--- src/rtl/guess_judge.sv ---
// Judging stage of the number-guess game: latches a BCD target, judges BCD guesses on
// submit presses, counts attempts and flags win/lose. Optional macro: GUESS_TRY_LIMIT_EN.
module guess_judge #(
   parameter int MAX_TRIES = 7
) (
   input  logic        clk,
   input  logic        reset,
   input  logic        start,
   input  logic [16:0] n_value,
   input  logic [16:0] guess,
   input  logic        submit_guess,
   output logic        target_hi,
   output logic        target_lo,
   output logic        equal,
   output logic        result_valid,
   output logic        bad_guess,
   output logic [3:0]  tries,
   output logic        win,
   output logic        lose,
   output logic        busy
);

   typedef enum logic [1:0] {IDLE, ARMED, JUDGE, DONE} state_t;

`ifdef GUESS_TRY_LIMIT_EN
   localparam bit LIMIT_EN = 1'b1;
`else
   localparam bit LIMIT_EN = 1'b0;
`endif
   localparam logic [3:0] LIMIT = 4'(MAX_TRIES);

   state_t      state_reg, state_next;
   logic [16:0] target_reg, target_next;
   logic [16:0] guess_reg, guess_next;
   logic        sub_q;
   logic [3:0]  tries_reg, tries_next, tries_inc;
   logic        hi_reg, hi_next, lo_reg, lo_next, eq_reg, eq_next;
   logic        win_reg, win_next, lose_reg, lose_next;
   logic        rv_reg, rv_next, bad_reg, bad_next;
   logic        busy_reg, busy_next;
   logic        press;
   logic [3:0]  nibble_bad;

   // Bit 16 is a single 0/1 digit and can never be out of range.
   generate
      for (genvar gi = 0; gi < 4; gi++) begin : g_nib
         assign nibble_bad[gi] = (guess[4*gi+3 -: 4] > 4'd9);
      end
   endgenerate

   // The button is active-low; a press is the first low sample after a high one.
   assign press = sub_q & ~submit_guess;

   always_ff @(posedge clk) begin
      if (reset) begin
         state_reg  <= IDLE;
         target_reg <= 17'h10000;
         guess_reg  <= '0;
         sub_q      <= 1'b1;
         tries_reg  <= '0;
         hi_reg     <= 1'b0;
         lo_reg     <= 1'b0;
         eq_reg     <= 1'b0;
         win_reg    <= 1'b0;
         lose_reg   <= 1'b0;
         rv_reg     <= 1'b0;
         bad_reg    <= 1'b0;
         busy_reg   <= 1'b0;
      end else begin
         state_reg  <= state_next;
         target_reg <= target_next;
         guess_reg  <= guess_next;
         sub_q      <= submit_guess;
         tries_reg  <= tries_next;
         hi_reg     <= hi_next;
         lo_reg     <= lo_next;
         eq_reg     <= eq_next;
         win_reg    <= win_next;
         lose_reg   <= lose_next;
         rv_reg     <= rv_next;
         bad_reg    <= bad_next;
         busy_reg   <= busy_next;
      end
   end

   always_comb begin
      state_next  = state_reg;
      target_next = target_reg;
      guess_next  = guess_reg;
      tries_next  = tries_reg;
      hi_next     = hi_reg;
      lo_next     = lo_reg;
      eq_next     = eq_reg;
      win_next    = win_reg;
      lose_next   = lose_reg;
      rv_next     = 1'b0;
      bad_next    = 1'b0;
      tries_inc   = (tries_reg == 4'd15) ? 4'd15 : tries_reg + 4'd1;

      case (state_reg)
         IDLE, DONE: begin
            if (start) begin
               target_next = n_value;
               tries_next  = '0;
               hi_next     = 1'b0;
               lo_next     = 1'b0;
               eq_next     = 1'b0;
               win_next    = 1'b0;
               lose_next   = 1'b0;
               state_next  = ARMED;
            end
         end
         ARMED: begin
            if (start) begin
               target_next = n_value;
               tries_next  = '0;
               hi_next     = 1'b0;
               lo_next     = 1'b0;
               eq_next     = 1'b0;
               win_next    = 1'b0;
               lose_next   = 1'b0;
            end else if (press) begin
               guess_next = guess;
               if (|nibble_bad) bad_next = 1'b1;
               else             state_next = JUDGE;
            end
         end
         JUDGE: begin
            // Plain binary compare matches decimal order for well-formed BCD.
            hi_next    = (guess_reg < target_reg);
            lo_next    = (guess_reg > target_reg);
            eq_next    = (guess_reg == target_reg);
            tries_next = tries_inc;
            rv_next    = 1'b1;
            if (guess_reg == target_reg) begin
               win_next   = 1'b1;
               state_next = DONE;
            end else if (LIMIT_EN && (tries_inc == LIMIT)) begin
               lose_next  = 1'b1;
               state_next = DONE;
            end else begin
               state_next = ARMED;
            end
         end
         default: state_next = IDLE;
      endcase

      busy_next = (state_next == ARMED) || (state_next == JUDGE);
   end

   assign target_hi    = hi_reg;
   assign target_lo    = lo_reg;
   assign equal        = eq_reg;
   assign result_valid = rv_reg;
   assign bad_guess    = bad_reg;
   assign tries        = tries_reg;
   assign win          = win_reg;
   assign lose         = lose_reg;
   assign busy         = busy_reg;

endmodule

--- config.mk ---
export PLATFORM = sky130hd
export DESIGN_NAME = guess_judge
export DESIGN_NICKNAME = d
export VERILOG_FILES = /design/src/rtl/guess_judge.sv
export SDC_FILE = /design/constraint.sdc
export NUM_CORES = 1
export LEC_CHECK = 0
export CAP_MARGIN = 15
export CORE_UTILIZATION = 50
export DETAILED_ROUTE_END_ITERATION = 12
export MAX_ROUTING_LAYER = met4
export PLACE_DENSITY = 0.85
export SYNTH_ARGS = -nofsm -noshare
export SYNTH_HDL_FRONTEND = slang
export SYNTH_SLANG_ARGS = --single-unit
--- constraint.sdc ---
create_clock -name clk -period 2.31 [get_ports clk]
set_input_delay 0.5775 -clock clk [delete_from_list [all_inputs] [get_ports clk]]
set_output_delay 0.5775 -clock clk [all_outputs]
set_load 0.05 [all_outputs]
# Word level (Yosys, flattened, before mapping)
# Cells that the tools add are included.
# word_totals
ff_bits	48
input_bits	38
out_inout_bits	12
word_cells	59
# classes
add_sub_neg	1
n_lt_le_gt_ge	6
eq_ne	9
n_mux	17
bitwise_logic	5
reduce_logical	9
# ops
operator	count
$eq A17 B17 Y1	1
$gt A17 B17 Y1	1
$lt A17 B17 Y1	1
$gt A4 B4 Y1 const B	4
$mux W2	5
$mux W4	2
$pmux W1 S2	4
$pmux W4 S2	1
$reduce_or A4 Y1	2
$eq A2 B2 Y1 const B	3
$pmux W2 S3	1
$add A4 B1 Y4 const B	1
$eq A2 B1 Y1 const B	2
$eq A4 B4 Y1 const B	1
$mux W1	4
$not A1 Y1	4
$reduce_and A2 Y1	2
$reduce_and A3 Y1	1
$reduce_or A3 Y1	1
$logic_not A2 Y1	1
$ne A2 B1 Y1 const B	1
$ne A2 B2 Y1 const B	1
$reduce_or A2 Y1	1
$and A1 B1 Y1	1
$logic_or A1 B1 Y1	1

# Depth between registers and ports, before layout
# Gate-level depths: netlist of the first run.
# depth
word_depth	8
ltp_mapped	7
ltp_nobuf	7

# Worst setup path before layout of the first run
# No wires, ideal clock.
# synth_timing
kind	register -> register
from	register target_reg[15]
to	register lo_reg, in the netlist target_lo
setup_ns	0.115
arrival_ns	1.531
required_time_ns	2.195
path_slack_ns	0.663
path_stages_with_launch	8
synth_period_minus_slack_ns	1.647
cell_sequence	dfxtp_1 inv_1 ha_1 nand3_2 nor4_4 a31oi_1 a22oi_1 a21bo_2
# synth_between
elab_chain_cells	2
# synth_lines
element	line_no	source
from (decl)	33	logic [16:0] target_reg, target_next;
from (signal assigned)	71	target_reg <= target_next;
$gt A17 B17 Y1	131	lo_next = (guess_reg > target_reg);
$pmux W1 S2	100	case (state_reg)
to (signal assigned)	76	lo_reg <= lo_next;
to (decl)	37	logic hi_reg, hi_next, lo_reg, lo_next, eq_reg, eq_next;
# Every way passes these cells.
# A chain may end at the register's enable or synchronous reset.

# Worst setup path in the final report of the first run
# layout_timing
from	register tries_reg[0], in the netlist tries[0]
to	output tries[0]
# layout_rtl
element	line_no	source
from (decl)	36	logic [3:0] tries_reg, tries_next, tries_inc;
from (signal assigned)	74	tries_reg <= tries_next;
to (decl)	17	output logic [3:0] tries,
# No word-level cell between the ends.

==> results of run 1 <==
-- tightest hold or removal path: stages (launching register included) --
cell	delay, ps
dfxtp_1	310
nand2_1	50
a21oi_1	50
-- layout make-up --
cell class | count | area share
timing repair buffer | 56 | 0.185
inverter | 26 | 0.0333
multi-input combinational | 203 | 0.399
sequential | 48 | 0.328
tap | 52 | 0.0222
clock buffer | 7 | 0.0329
-- where the power goes --
| part | internal [mW] | leakage (nW) | switching, mW |
|---|---|---|---|
| Clock | 0.267 | 0.0503 | 0.266 |
| Sequential | 0.859 | 0.391 | 0.0182 |
| Combinational | 0.134 | 0.717 | 0.154 |
| Total | 1.26 | 1.16 | 0.438 |
-- through the flow --
| step | instance area (µm²) | setup WS [ps] | utilization |
|---|---|---|---|
| 6_report | 2930 | 185 | 0.668 |
| 5_1_grt | 2930 | 129 | 0.668 |
| 4_1_cts | 2930 | 169 | 0.668 |
| 3_5_place_dp | 2830 | 182 | 0.646 |
| 3_3_place_gp | 2830 | 207 | 0.646 |
| 2_1_floorplan | 2290 | 663 | - |
-- kinds of logic (layout without fill, tap and decap cells) --
| logic type | after synthesis | in the layout |
|---|---|---|
| AO/OA/AOI/OAI | 70 | 70 |
| flip-flops | 48 | 48 |
| adder cells (fa/ha/maj) | 20 | 20 |
| multiplexers | 1 | 1 |
| AND/OR/NAND/NOR | 111 | 111 |
| buffers and inverters | 39 | 89 |
| other | 1 | 1 |
-- layout by cell type (no fill, tap or decap), types with 2 or more instances in the layout --
cell and count:
dfxtp_1 48, o21ai_0 10, clkdlybuf4s50_1 48, nor2_1 5
a21oi_1 43, nand2_1 79, clkbuf_8 7, inv_1 26
nor3_1 3, a22oi_1 2, buf_4 8, a211oi_1 2
ha_1 20, nand3_1 5, or3_1 2, nand4_1 3
or2_2 2, and2_1 2
-- path summary, 6_finish.rpt --
path	endpoint	slack, ps	depth (start not counted)
setup / recovery	tries[0]	190	1
hold / removal	target_reg[14]	460	2
setup reg to reg	busy	410	7
hold reg to reg	target_reg[14]	460	2
-- routing by layer --
metal,global-route usage,up-vias,wire [µm]
met5,-,-,0
met4,0.0933,0,104
met3,0.0552,11,244
met2,0.361,54,2500
met1,0.279,931,2230
li1,-,1068,-
==> out/metrics.csv, run 1 <==
metric,value,unit
layout-drive-gt1-share,0.0706,
synth_enable_flop_cells,0,
critPathTopFamily,buffers and inverters,
drt_first_pass_iters,4,
synth_cell_types,44,
n_antenna_cell,0,
clk_pin_slew,90,ps
io_buffer_count,48,
insertion_delay,300,ps
ir_drop,0.315,mV
finalSetupViolCount,0,
grt_pass1_vias,1948,
finalCritPeriodShare,0.920,
clockRootBuffer,clkbuf_8,
hold_class,reg -> reg,
finalHoldViolCount,0,
nets,398,
cts_made_buffers,5,
dieHeight,69.7,µm
ys_ff_latch,48,
synth_area,2290,µm²
routedWlPerCell,12.9,µm
row_count,24,
initial_core_util,0.522,
synthTopCellsByCount,"79 x nand2_1, 48 x dfxtp_1, 43 x a21oi_1",
critPathBufInv,1,
area_growth,27.9,%
fin_crit,2120,ps
cap_violations,0,
die_w,69.7,µm
cts_sinks,48,
grt_setup_unrepaired,false,
synthFlopType,dfxtp_1,
finalPower,1.70,mW
clockBufferDepth,2,
gp_congestion,0.895,
cp_max_fo,5,
ant_nets,0,
slew-limit-headroom,0.667,
critical_path_class,reg -> out,
cpPeakStageDelay,830,ps
overflow,0,
post_cts_buffers,0,
yosys_warnings,0,
drt_iter0_markers,151,
startpoint_type,flip-flop,
postSynthCellCount,290,
worst_clock_skew,9.34,ps
ioPinCount,50,
synthAdderAreaFrac,0.109,
r2r-start,target_reg[15],
setup_tns,0,ps
hold_path_startpoint,target_reg[14],
cts_tree,yes,
netlist.area_leader.share,0.420,
grt_max_degree,24,
synth-seq-area-share,0.420,
holdBufCountCts,0,
route.detailed.drc,0,
cts.htree.levels,2,
synth_fp_nets,348,
p_per_area,580,nW/µm²
synth.largest_area_cell,dfxtp_1,
required,1730,ps
status,"complete, no violations",
via_count,2064,
worst_pin_slew,498,ps
worstSetupStartpoint,tries[0],
fmax,0.471,GHz
synth.most_common_cell,nand2_1,
via_per_inst,5.27,
fp.dieArea,4850,µm²
synth_simple_gate_area_frac,0.219,
syn_area_per_cell,7.90,µm²
ctsResizeCount,0,
multi_input_area,1170,µm²
seq_area,961,µm²
p_leak,1.16,nW
critical_path_arrival,1550,ps
final_cells,392,
synthXorXnorAreaFrac,0,
crit_chain,clkdlybuf4s50_1,
hpwl,3.95,mm
synth_area_leaders,"dfxtp_1 42%, nand2_1 13%, ha_1 11%, a21oi_1 9.4%, inv_1 4.3%",
critPathSlowestCell,clkdlybuf4s50_1,
endpoint_kind,output pin,
fill_cells,375,
placedCellCount,385,
wirelength,5.07,mm
grt.total_usage,0.228,
drv_slew,0,
synth_top_family_by_area,simple AND/OR/NAND/NOR gates,
muxShareOfSynthArea,0.00437,
synth_compound_area_frac,0.176,
core_area,4380,µm²
holdWs,458,ps
grt_pass1_wl,8.56,mm
synthArstFlopShare,0,
antenna_found_initial,0,
Power figures use the tool's default switching activity.
==> inputs of run 2 (changes only) <==
ABC_AREA = 1   (was not set)
CTS_BUF_LIST = sky130_fd_sc_hd__clkbuf_4 sky130_fd_sc_hd__clkbuf_8 sky130_fd_sc_hd__clkbuf_16   (was not set)
==> run 2 against run 1 <==
Effect of this change:
- synthesized cell count is 2.4% higher
- worst hold slack better by 4.6 ps
- setup slack better by 0.77 ps
==> out/metrics.csv, run 2 <==
metric,value,unit
yosys_warnings,0,
netlist.area_leader.share,0.426,
syn_area_per_cell,7.60,µm²
nets,403,
final_cell_mix,"48 x dfxtp_1, 48 x clkdlybuf4s50_1, 45 x nor2_1, 41 x o21ai_0, 38 x nand2_1",
post_cts_buffers,0,
cap_violations,0,
ys_ff_latch,48,
wirelength,4.52,mm
fp.dieArea,4780,µm²
holdBufCountCts,0,
ir_drop,0.306,mV
gp_congestion,0.845,
synthArstFlopShare,0,
synth_area,2260,µm²
p_per_area,589,nW/µm²
synth-seq-area-share,0.426,
critPathSlowestCell,clkdlybuf4s50_1,
finalSetupViolCount,0,
ant_nets,0,
grt_pass1_wl,8.19,mm
synth_fp_nets,355,
overflow,0,
via_per_inst,4.99,
synth.largest_area_cell,dfxtp_1,
cts.htree.levels,2,
synth_area_leaders,"dfxtp_1 43%, ha_1 11%, o21ai_0 9.1%, nor2_1 7.5%, a21oi_1 7.3%",
drt_first_pass_iters,4,
synthAdderAreaFrac,0.111,
finalCritPeriodShare,0.919,
synth_simple_gate_area_frac,0.192,
holdWs,462,ps
drv_slew,0,
ioPinCount,50,
n_antenna_cell,0,
crit_chain,clkdlybuf4s50_1,
synth.most_common_cell,dfxtp_1,
clockBufferDepth,2,
ctsResizeCount,0,
dp_slack,296,ps
antenna_found_initial,0,
cpPeakStageDelay,840,ps
layout-drive-gt1-share,0.0607,
endpoint_kind,output pin,
synth_compound_area_frac,0.181,
clk_pin_slew,80,ps
via_count,1988,
synth_cell_types,24,
cp_max_fo,5,
cts_sinks,48,
finalHoldViolCount,0,
synthXorXnorAreaFrac,0,
cts_made_buffers,5,
critPathBufInv,1,
die_w,69.2,µm
hold_class,reg -> reg,
fill_cells,368,
grt_max_degree,36,
synth_top_family_by_area,simple AND/OR/NAND/NOR gates,
grt_setup_unrepaired,false,
grt_pass1_vias,1981,
dieHeight,69.2,µm
synth_enable_flop_cells,0,
initial_core_util,0.518,
route.detailed.drc,0,
utilization,0.659,
p_leak,1.31,nW
clockRootBuffer,clkbuf_8,
fin_area,2870,µm²
postSynthCellCount,297,
cts_tree,yes,
core_area,4350,µm²
fin_crit,2120,ps
insertion_delay,290,ps
synthTopCellsByCount,"48 x dfxtp_1, 45 x nor2_1, 41 x o21ai_0",
row_count,24,
worst_clock_skew,4.55,ps
area_growth,27.3,%
routedWlPerCell,11.4,µm
synthFlopType,dfxtp_1,
status,"complete, no violations",
muxShareOfSynthArea,0,
drt_iter0_markers,73,
fin_ws,186,ps
setup_tns,0,ps
fmax,0.471,GHz
critical_path_arrival,1550,ps
hpwl,3.38,mm
placedCellCount,390,
finalPower,1.69,mW
grt.total_usage,0.216,
critPathTopFamily,buffers and inverters,
io_buffer_count,48,
placed_area,2770,µm²
startpoint_type,flip-flop,
critical_path_class,reg -> out,
required,1730,ps
final_cells,398,
run 2: worst register-to-register path: cells and delay by family, from the launching register on:
family                   cells  cell delay, ps
AO/OA/AOI/OAI                2             230
AND/OR/NAND/NOR              1             260
flip-flops                   1             360
adder cells (fa/ha/maj)      1             290
buffers and inverters        3             350
run 2: routing by layer:
metal / routed length, µm / vias to the layer above / track usage
met5: 0 / - / -
met4: 92 / 0 / 0.0930
met3: 175 / 10 / 0.0436
met2: 2210 / 49 / 0.353
met1: 2050 / 872 / 0.260
li1: - / 1057 / -
run 2: logic make-up (layout without fill, tap and decap cells):
family,after synthesis,after routing
and+or+nand+nor,100,100
AOI/OAI and AO/OA,79,79
buffers and inverters,49,98
DFF,48,48
adders and majority gates,20,20
other,1,1
run 2: worst paths after layout:
kind	slack (ps)	startpoint	cells after the start	end
worst max-delay path	190	tries[0]	1	tries[0]
worst max register to register	700	state_reg[0]	7	target_reg[1]
worst min-delay path	460	target_reg[9]	2	target_reg[9]
worst min register to register	460	target_reg[9]	2	target_reg[9]
run 2: final cells by class:
type | count | area, µm² | share of cell area
Timing Repair Buffer | 52 | 510 | 0.178
Clock buffer | 8 | 97.6 | 0.0340
Multi-Input combinational cell | 200 | 1090 | 0.381
Inverter | 38 | 143 | 0.0497
Tap cell | 52 | 65.1 | 0.0227
Sequential cell | 48 | 961 | 0.335
run 2: where the power goes:
part           switching, mW  total, mW  internal [mW]  leakage [nW]
Combinational          0.154      0.288          0.134         0.864
Clock                  0.252      0.520          0.268        0.0523
Sequential            0.0156      0.883          0.867         0.393
Total                  0.421       1.69           1.27          1.31
